===== src/rtl/tlb_pkg.sv =====
// rtl/tlb_pkg.sv - shared TLB sizes and entry record types
//
// Purpose: entry count, index width and field widths used by the TLB and
// its lookup sub-module, plus the packed page/entry records they share.
package tlb_pkg;

  localparam int TLBNUM = 16;
  localparam int IDX_W  = $clog2(TLBNUM);
  localparam int VPN2_W = 19;
  localparam int ASID_W = 8;
  localparam int PFN_W  = 20;
  localparam int C_W    = 3;

  // One page half of an entry (even or odd page).
  typedef struct packed {
    logic [PFN_W-1:0] pfn;
    logic [C_W-1:0]   c;
    logic             d;
    logic             v;
  } page_t;

  typedef struct packed {
    logic [VPN2_W-1:0] vpn2;
    logic [ASID_W-1:0] asid;
    logic              g;
    page_t             p0;
    page_t             p1;
  } entry_t;

endpackage


===== src/rtl/tlb_match.sv =====
// rtl/tlb_match.sv - fully associative lookup over all TLB entries
//
// Purpose: compares one lookup key against every entry and returns the
// lowest-numbered hit with the selected page half; all zeros on a miss.
// Ports:
//   vpn2, odd_page, asid : lookup key (VA[31:13], VA[12], ASID)
//   present              : per-entry written-and-not-reset flags
//   entries              : flattened entry storage
//   found, index, page   : hit flag, hit entry number, selected page fields
module tlb_match
  import tlb_pkg::*;
(
  input  logic [VPN2_W-1:0]          vpn2,
  input  logic                       odd_page,
  input  logic [ASID_W-1:0]          asid,
  input  logic [TLBNUM-1:0]          present,
  input  entry_t [TLBNUM-1:0]        entries,
  output logic                       found,
  output logic [IDX_W-1:0]           index,
  output page_t                      page
);

  logic [TLBNUM-1:0] match;

  always_comb begin
    match = '0;
    for (int i = 0; i < TLBNUM; i++) begin
      match[i] = present[i] && (entries[i].vpn2 == vpn2) &&
                 (entries[i].g || (entries[i].asid == asid));
    end
  end

  // Scan from the top down so the lowest-numbered match is the last
  // assignment and wins when software has left duplicate keys.
  always_comb begin
    found = |match;
    index = '0;
    page  = '0;
    for (int i = TLBNUM - 1; i >= 0; i--) begin
      if (match[i]) begin
        index = IDX_W'(i);
        page  = odd_page ? entries[i].p1 : entries[i].p0;
      end
    end
  end

endmodule


===== src/rtl/tlb.sv =====
// rtl/tlb.sv - 16-entry MIPS32 joint TLB with two lookup ports
//
// Purpose: holds TLBWI-written entries, returns contents for TLBR and
// serves instruction-fetch (s0) and data/TLBP (s1) lookups combinationally.
// Ports:
//   clk, reset             : clock, asynchronous active-high reset
//   s0_* / s1_*            : lookup keys in, found/index/page fields out
//   we, w_index, w_*       : TLBWI write strobe, target entry, entry fields
//   r_index, r_*           : TLBR entry select and entry contents
module tlb
  import tlb_pkg::*;
(
  input  logic              clk,
  input  logic              reset,
  // fetch lookup
  input  logic [VPN2_W-1:0] s0_vpn2,
  input  logic              s0_odd_page,
  input  logic [ASID_W-1:0] s0_asid,
  output logic              s0_found,
  output logic [IDX_W-1:0]  s0_index,
  output logic [PFN_W-1:0]  s0_pfn,
  output logic [C_W-1:0]    s0_c,
  output logic              s0_d,
  output logic              s0_v,
  // data / TLBP lookup
  input  logic [VPN2_W-1:0] s1_vpn2,
  input  logic              s1_odd_page,
  input  logic [ASID_W-1:0] s1_asid,
  output logic              s1_found,
  output logic [IDX_W-1:0]  s1_index,
  output logic [PFN_W-1:0]  s1_pfn,
  output logic [C_W-1:0]    s1_c,
  output logic              s1_d,
  output logic              s1_v,
  // TLBWI
  input  logic              we,
  input  logic [IDX_W-1:0]  w_index,
  input  logic [VPN2_W-1:0] w_vpn2,
  input  logic [ASID_W-1:0] w_asid,
  input  logic              w_g,
  input  logic [PFN_W-1:0]  w_pfn0,
  input  logic [C_W-1:0]    w_c0,
  input  logic              w_d0,
  input  logic              w_v0,
  input  logic [PFN_W-1:0]  w_pfn1,
  input  logic [C_W-1:0]    w_c1,
  input  logic              w_d1,
  input  logic              w_v1,
  // TLBR
  input  logic [IDX_W-1:0]  r_index,
  output logic [VPN2_W-1:0] r_vpn2,
  output logic [ASID_W-1:0] r_asid,
  output logic              r_g,
  output logic [PFN_W-1:0]  r_pfn0,
  output logic [C_W-1:0]    r_c0,
  output logic              r_d0,
  output logic              r_v0,
  output logic [PFN_W-1:0]  r_pfn1,
  output logic [C_W-1:0]    r_c1,
  output logic              r_d1,
  output logic              r_v1
);

  entry_t [TLBNUM-1:0] entries;
  logic   [TLBNUM-1:0] present;
  entry_t              w_entry;
  entry_t              r_entry;
  page_t               s0_page;
  page_t               s1_page;

  assign w_entry = '{vpn2: w_vpn2, asid: w_asid, g: w_g,
                     p0: '{pfn: w_pfn0, c: w_c0, d: w_d0, v: w_v0},
                     p1: '{pfn: w_pfn1, c: w_c1, d: w_d1, v: w_v1}};

  // Only the present bits are reset; stale field contents are hidden
  // behind them, so the wide storage needs no reset network.
  always_ff @(posedge clk or posedge reset) begin
    if (reset) begin
      present <= '0;
    end else if (we) begin
      present[w_index] <= 1'b1;
    end
  end

  always_ff @(posedge clk) begin
    if (we && !reset) begin
      entries[w_index] <= w_entry;
    end
  end

  tlb_match u_match0 (
    .vpn2     (s0_vpn2),
    .odd_page (s0_odd_page),
    .asid     (s0_asid),
    .present  (present),
    .entries  (entries),
    .found    (s0_found),
    .index    (s0_index),
    .page     (s0_page)
  );

  tlb_match u_match1 (
    .vpn2     (s1_vpn2),
    .odd_page (s1_odd_page),
    .asid     (s1_asid),
    .present  (present),
    .entries  (entries),
    .found    (s1_found),
    .index    (s1_index),
    .page     (s1_page)
  );

  assign {s0_pfn, s0_c, s0_d, s0_v} = s0_page;
  assign {s1_pfn, s1_c, s1_d, s1_v} = s1_page;

  assign r_entry = present[r_index] ? entries[r_index] : '0;

  assign r_vpn2 = r_entry.vpn2;
  assign r_asid = r_entry.asid;
  assign r_g    = r_entry.g;
  assign {r_pfn0, r_c0, r_d0, r_v0} = r_entry.p0;
  assign {r_pfn1, r_c1, r_d1, r_v1} = r_entry.p1;

endmodule


===== config.mk =====
export PLATFORM = sky130hd
export DESIGN_NAME = tlb
export DESIGN_NICKNAME = d
export VERILOG_FILES = /design/src/rtl/tlb_pkg.sv /design/src/rtl/tlb_match.sv /design/src/rtl/tlb.sv
export SDC_FILE = /design/constraint.sdc
export NUM_CORES = 2
export LEC_CHECK = 0
export CORE_UTILIZATION = 45
export DETAILED_ROUTE_END_ITERATION = 16
export PLACE_DENSITY_LB_ADDON = 0.12
export SYNTH_ARGS = -nofsm -noshare
export SYNTH_HDL_FRONTEND = slang
export SYNTH_HIERARCHICAL = 1
export SYNTH_SLANG_ARGS = --single-unit

===== constraint.sdc =====
create_clock -name clk -period 4.7 [get_ports clk]
set_input_delay 0.94 -clock clk [delete_from_list [all_inputs] [get_ports clk]]
set_output_delay 0.94 -clock clk [all_outputs]
set_load 0.01 [all_outputs]

==> results.ini <==
[logic_synthesis]
syn_area_um2=75550
syn_area_per_cell_um2=14.02
synthSimpleGateAreaFrac=0.06436
synth_edf_count=1248
synth_compound_area_frac=0.08716
yosysWarnings=6
ys.flop_type=edfxtp_1
synth-seq-cells=1264
ys_types=67
synth-xor-area-share=0.1002
syn_inst=5390
synthMuxAreaShare=0.2060
synthArstFlopShare=0.01266
yosysSeqAreaShare=0.5013
synthAdderAreaFrac=0
synth_top_family_by_area=multiplexers
syn_nets=5535

[timing]
min_period_over_period=1.100
finalMaxSlewViolations=0
max_clock_freq_mhz=193.5
finalSetupTns_ns=-20.73
rsz0062_at_grt=yes
tightest_slew_ns=1.374
whs_ns=0.6105
fin_skew_ns=0
setup_violations=59
hold_violations=0
setup_ws_ns=-0.4686
period_minus_slack_ns=5.169
slew_headroom=0.08086

[cts]
cts.sinks=1264
numCtsBuffers=149
clk_pin_slew_ns=0.06
hold_buffers=0
cts-root-buf=clkbuf_16
clk_path_buf_depth=3
htreeDepth=4
clk_latency_ns=0.81
cts_tree=done

[pwr]
p_int_mw=21.13
ir_worst_vdd_v=0.0003758
power_frac_clock=0.422
switching_share=0.2539
comb_power_share=0.128
seq_power_share=0.450
p_sw_mw=7.191
p_leak_nw=35.99
power_density_nw_per_um2=278.6

[worst_setup_path]
cp-start-kind=flop
cp.required_ns=3.76
critPathCaptureType=output pin
reg2reg_depth=1
cp_max_fo=8
worst_ep_arrival_time_ns=4.23
critPathKind=reg2out

[floorplanning]
die-height_um=411.7
initial_utilization=0.4528
dieArea_um2=169500
fp.coreArea_um2=166800
io_pins=283
rows=150
die_w_um=411.7

[finish]
nFillCells=12630
utilization=0.6094
fin_cells=8782
drive_gt1_frac=0.4256
multi_input_area_um2=40130
seqCellArea_um2=37880
nets=6605
syn2layout_area_growth_pct=34.58
final_common_cell=edfxtp_1
final_cell_mix=edfxtp_1, buf_4, xor2_1

[route]
routed_via_density=6.720
drc=0
detail_route.wl_per_cell_um=37.30
first_pass_iters=8
ant_nets=0
vias=59020
drtIter0Drc=8650
drt_wl_total_mm=327.5

[grt]
grt_start_max_net_pins=79
antenna_found_initial=9
grt_pass1_wl_mm=451.0
grt-ovfl-total=0
grt_usage=0.3769
grt_pass1_vias=57800

[placement]
dp_slack_ns=-2.163
dp_hpwl_mm=220.9
port_buffers=282
place_inst=8235
place.gp.congestion=1.027

[flow_run]
cap_violations=0

[worst_hold_path]
min_path_type=reg2reg
hold_depth=1

[run_status]
outcome=complete, but fails checks
violations=setup timing

power by group through the flow:
stage                     combinational (mW)  sequential (mW)  clock [mW]
after floorplan                         1.75             12.9           0
after global placement                  3.23             13.0           0
after detailed placement                3.24             13.0           0
after CTS                               3.46             12.7        12.1
after global routing                    3.72             12.8        12.4
final                                   3.61             12.8        12.0
flip-flops by register name, summed over array words and instances, names as in the netlist:
register,flops
entries,1248
present,16
worst paths after layout:
path	start	endpoint	slack (ns)
min in group asynchronous	reset	present[7]$_DFFE_PP0P_	0.64
min reg2reg	present[11]$_DFFE_PP0P_	present[11]$_DFFE_PP0P_	0.61
max	entries[998]$_DFFE_PP_	s1_pfn[17]	-0.47
max in group asynchronous	reset	present[12]$_DFFE_PP0P_	3.58
min	present[11]$_DFFE_PP0P_	present[11]$_DFFE_PP0P_	0.61
max reg2reg	present[5]$_DFFE_PP0P_	present[5]$_DFFE_PP0P_	3.74
routing by layer:
| layer | wire [um] | GRT usage | vias up |
|---|---|---|---|
| li1 | - | - | 23710 |
| met1 | 132800 | 0.5350 | 30370 |
| met2 | 140200 | 0.5423 | 4186 |
| met3 | 41470 | 0.1143 | 750 |
| met4 | 13030 | 0.1359 | 4 |
| met5 | 33 | 0 | - |
layout make-up:
type,instances,share of cell area
tap,2204,0.02712
clock inverter,94,0.009636
multi-input combinational,3622,0.3947
timing repair buffer,1418,0.1569
antenna,3,0.00007384
inverter,5,0.0002092
clock buffer,172,0.03888
sequential,1264,0.3725
worst max-delay path, cell delays in order (launching register included):
cell	delay, ns
edfxtp_1	0.40
buf_6	0.17
xor2_4	0.17
nor4_4	0.39
buf_4	0.19
nand3_4	0.12
or4_4	0.57
buf_12	0.19
buf_12	0.16
buf_6	0.12
nor3_4	0.21
a2111oi_4	0.08
o32ai_2	0.33
a21o_1	0.17
buf_2	0.13
logic make-up (layout without fill, tap and decap cells):
group / count (synthesis) / after routing
muxes: 1116 / 1116
xor gates and xnor gates: 864 / 864
AOI/OAI and AO/OA: 854 / 854
DFF: 1264 / 1264
and+or+nand+nor: 788 / 788
other: 0 / 3
buffers and inverters: 504 / 1689
cells in the mapped netlist, types with 14 or more instances:
library cell	n	area share
edfxtp_1	1248	0.50
xor2_1	568	0.066
mux2i_1	450	0.060
mux2_2	350	0.052
mux4_2	316	0.094
xnor2_1	296	0.034
clkbuf_1	167	0.0083
buf_2	163	0.011
a21oi_1	158	0.010
a22oi_1	156	0.016
nor4_1	136	0.011
nand4_1	132	0.011
nor2_1	124	0.0062
o221ai_1	100	0.012
a211oi_1	78	0.0078
nand2_1	66	0.0033
buf_6	61	0.0091
nor2b_1	56	0.0046
a21o_1	55	0.0055
nor3b_1	53	0.0053
a311oi_1	52	0.0060
a2111oi_0	50	0.0058
a221oi_1	50	0.0058
o32ai_1	50	0.0058
o311ai_0	48	0.0056
nor3_2	42	0.0056
nand3_1	37	0.0025
and2b_2	34	0.0039
buf_1	27	0.0013
nor3_1	24	0.0016
buf_4	23	0.0023
a211oi_2	22	0.0036
and2b_1	22	0.0022
or4_1	22	0.0022
dfrtp_1	16	0.0053
dlygate4sd1_1	14	0.0016
per-stage QoR:
step           total power, mW  cell area [um^2]
2_1_floorplan            14.63             75590
3_3_place_gp             16.21             87590
3_5_place_dp             16.21             87590
4_1_cts                  28.26             99440
5_1_grt                  28.91            101700
6_report                 28.32            101700
what timing repair did:
item,in CTS,in global routing
pin swaps,323,191
setup buffers,201,101
resized for setup,1255,292
cloned,23,3
endpoints found under the setup margin,60,60
(Power assumes the default switching activity.)
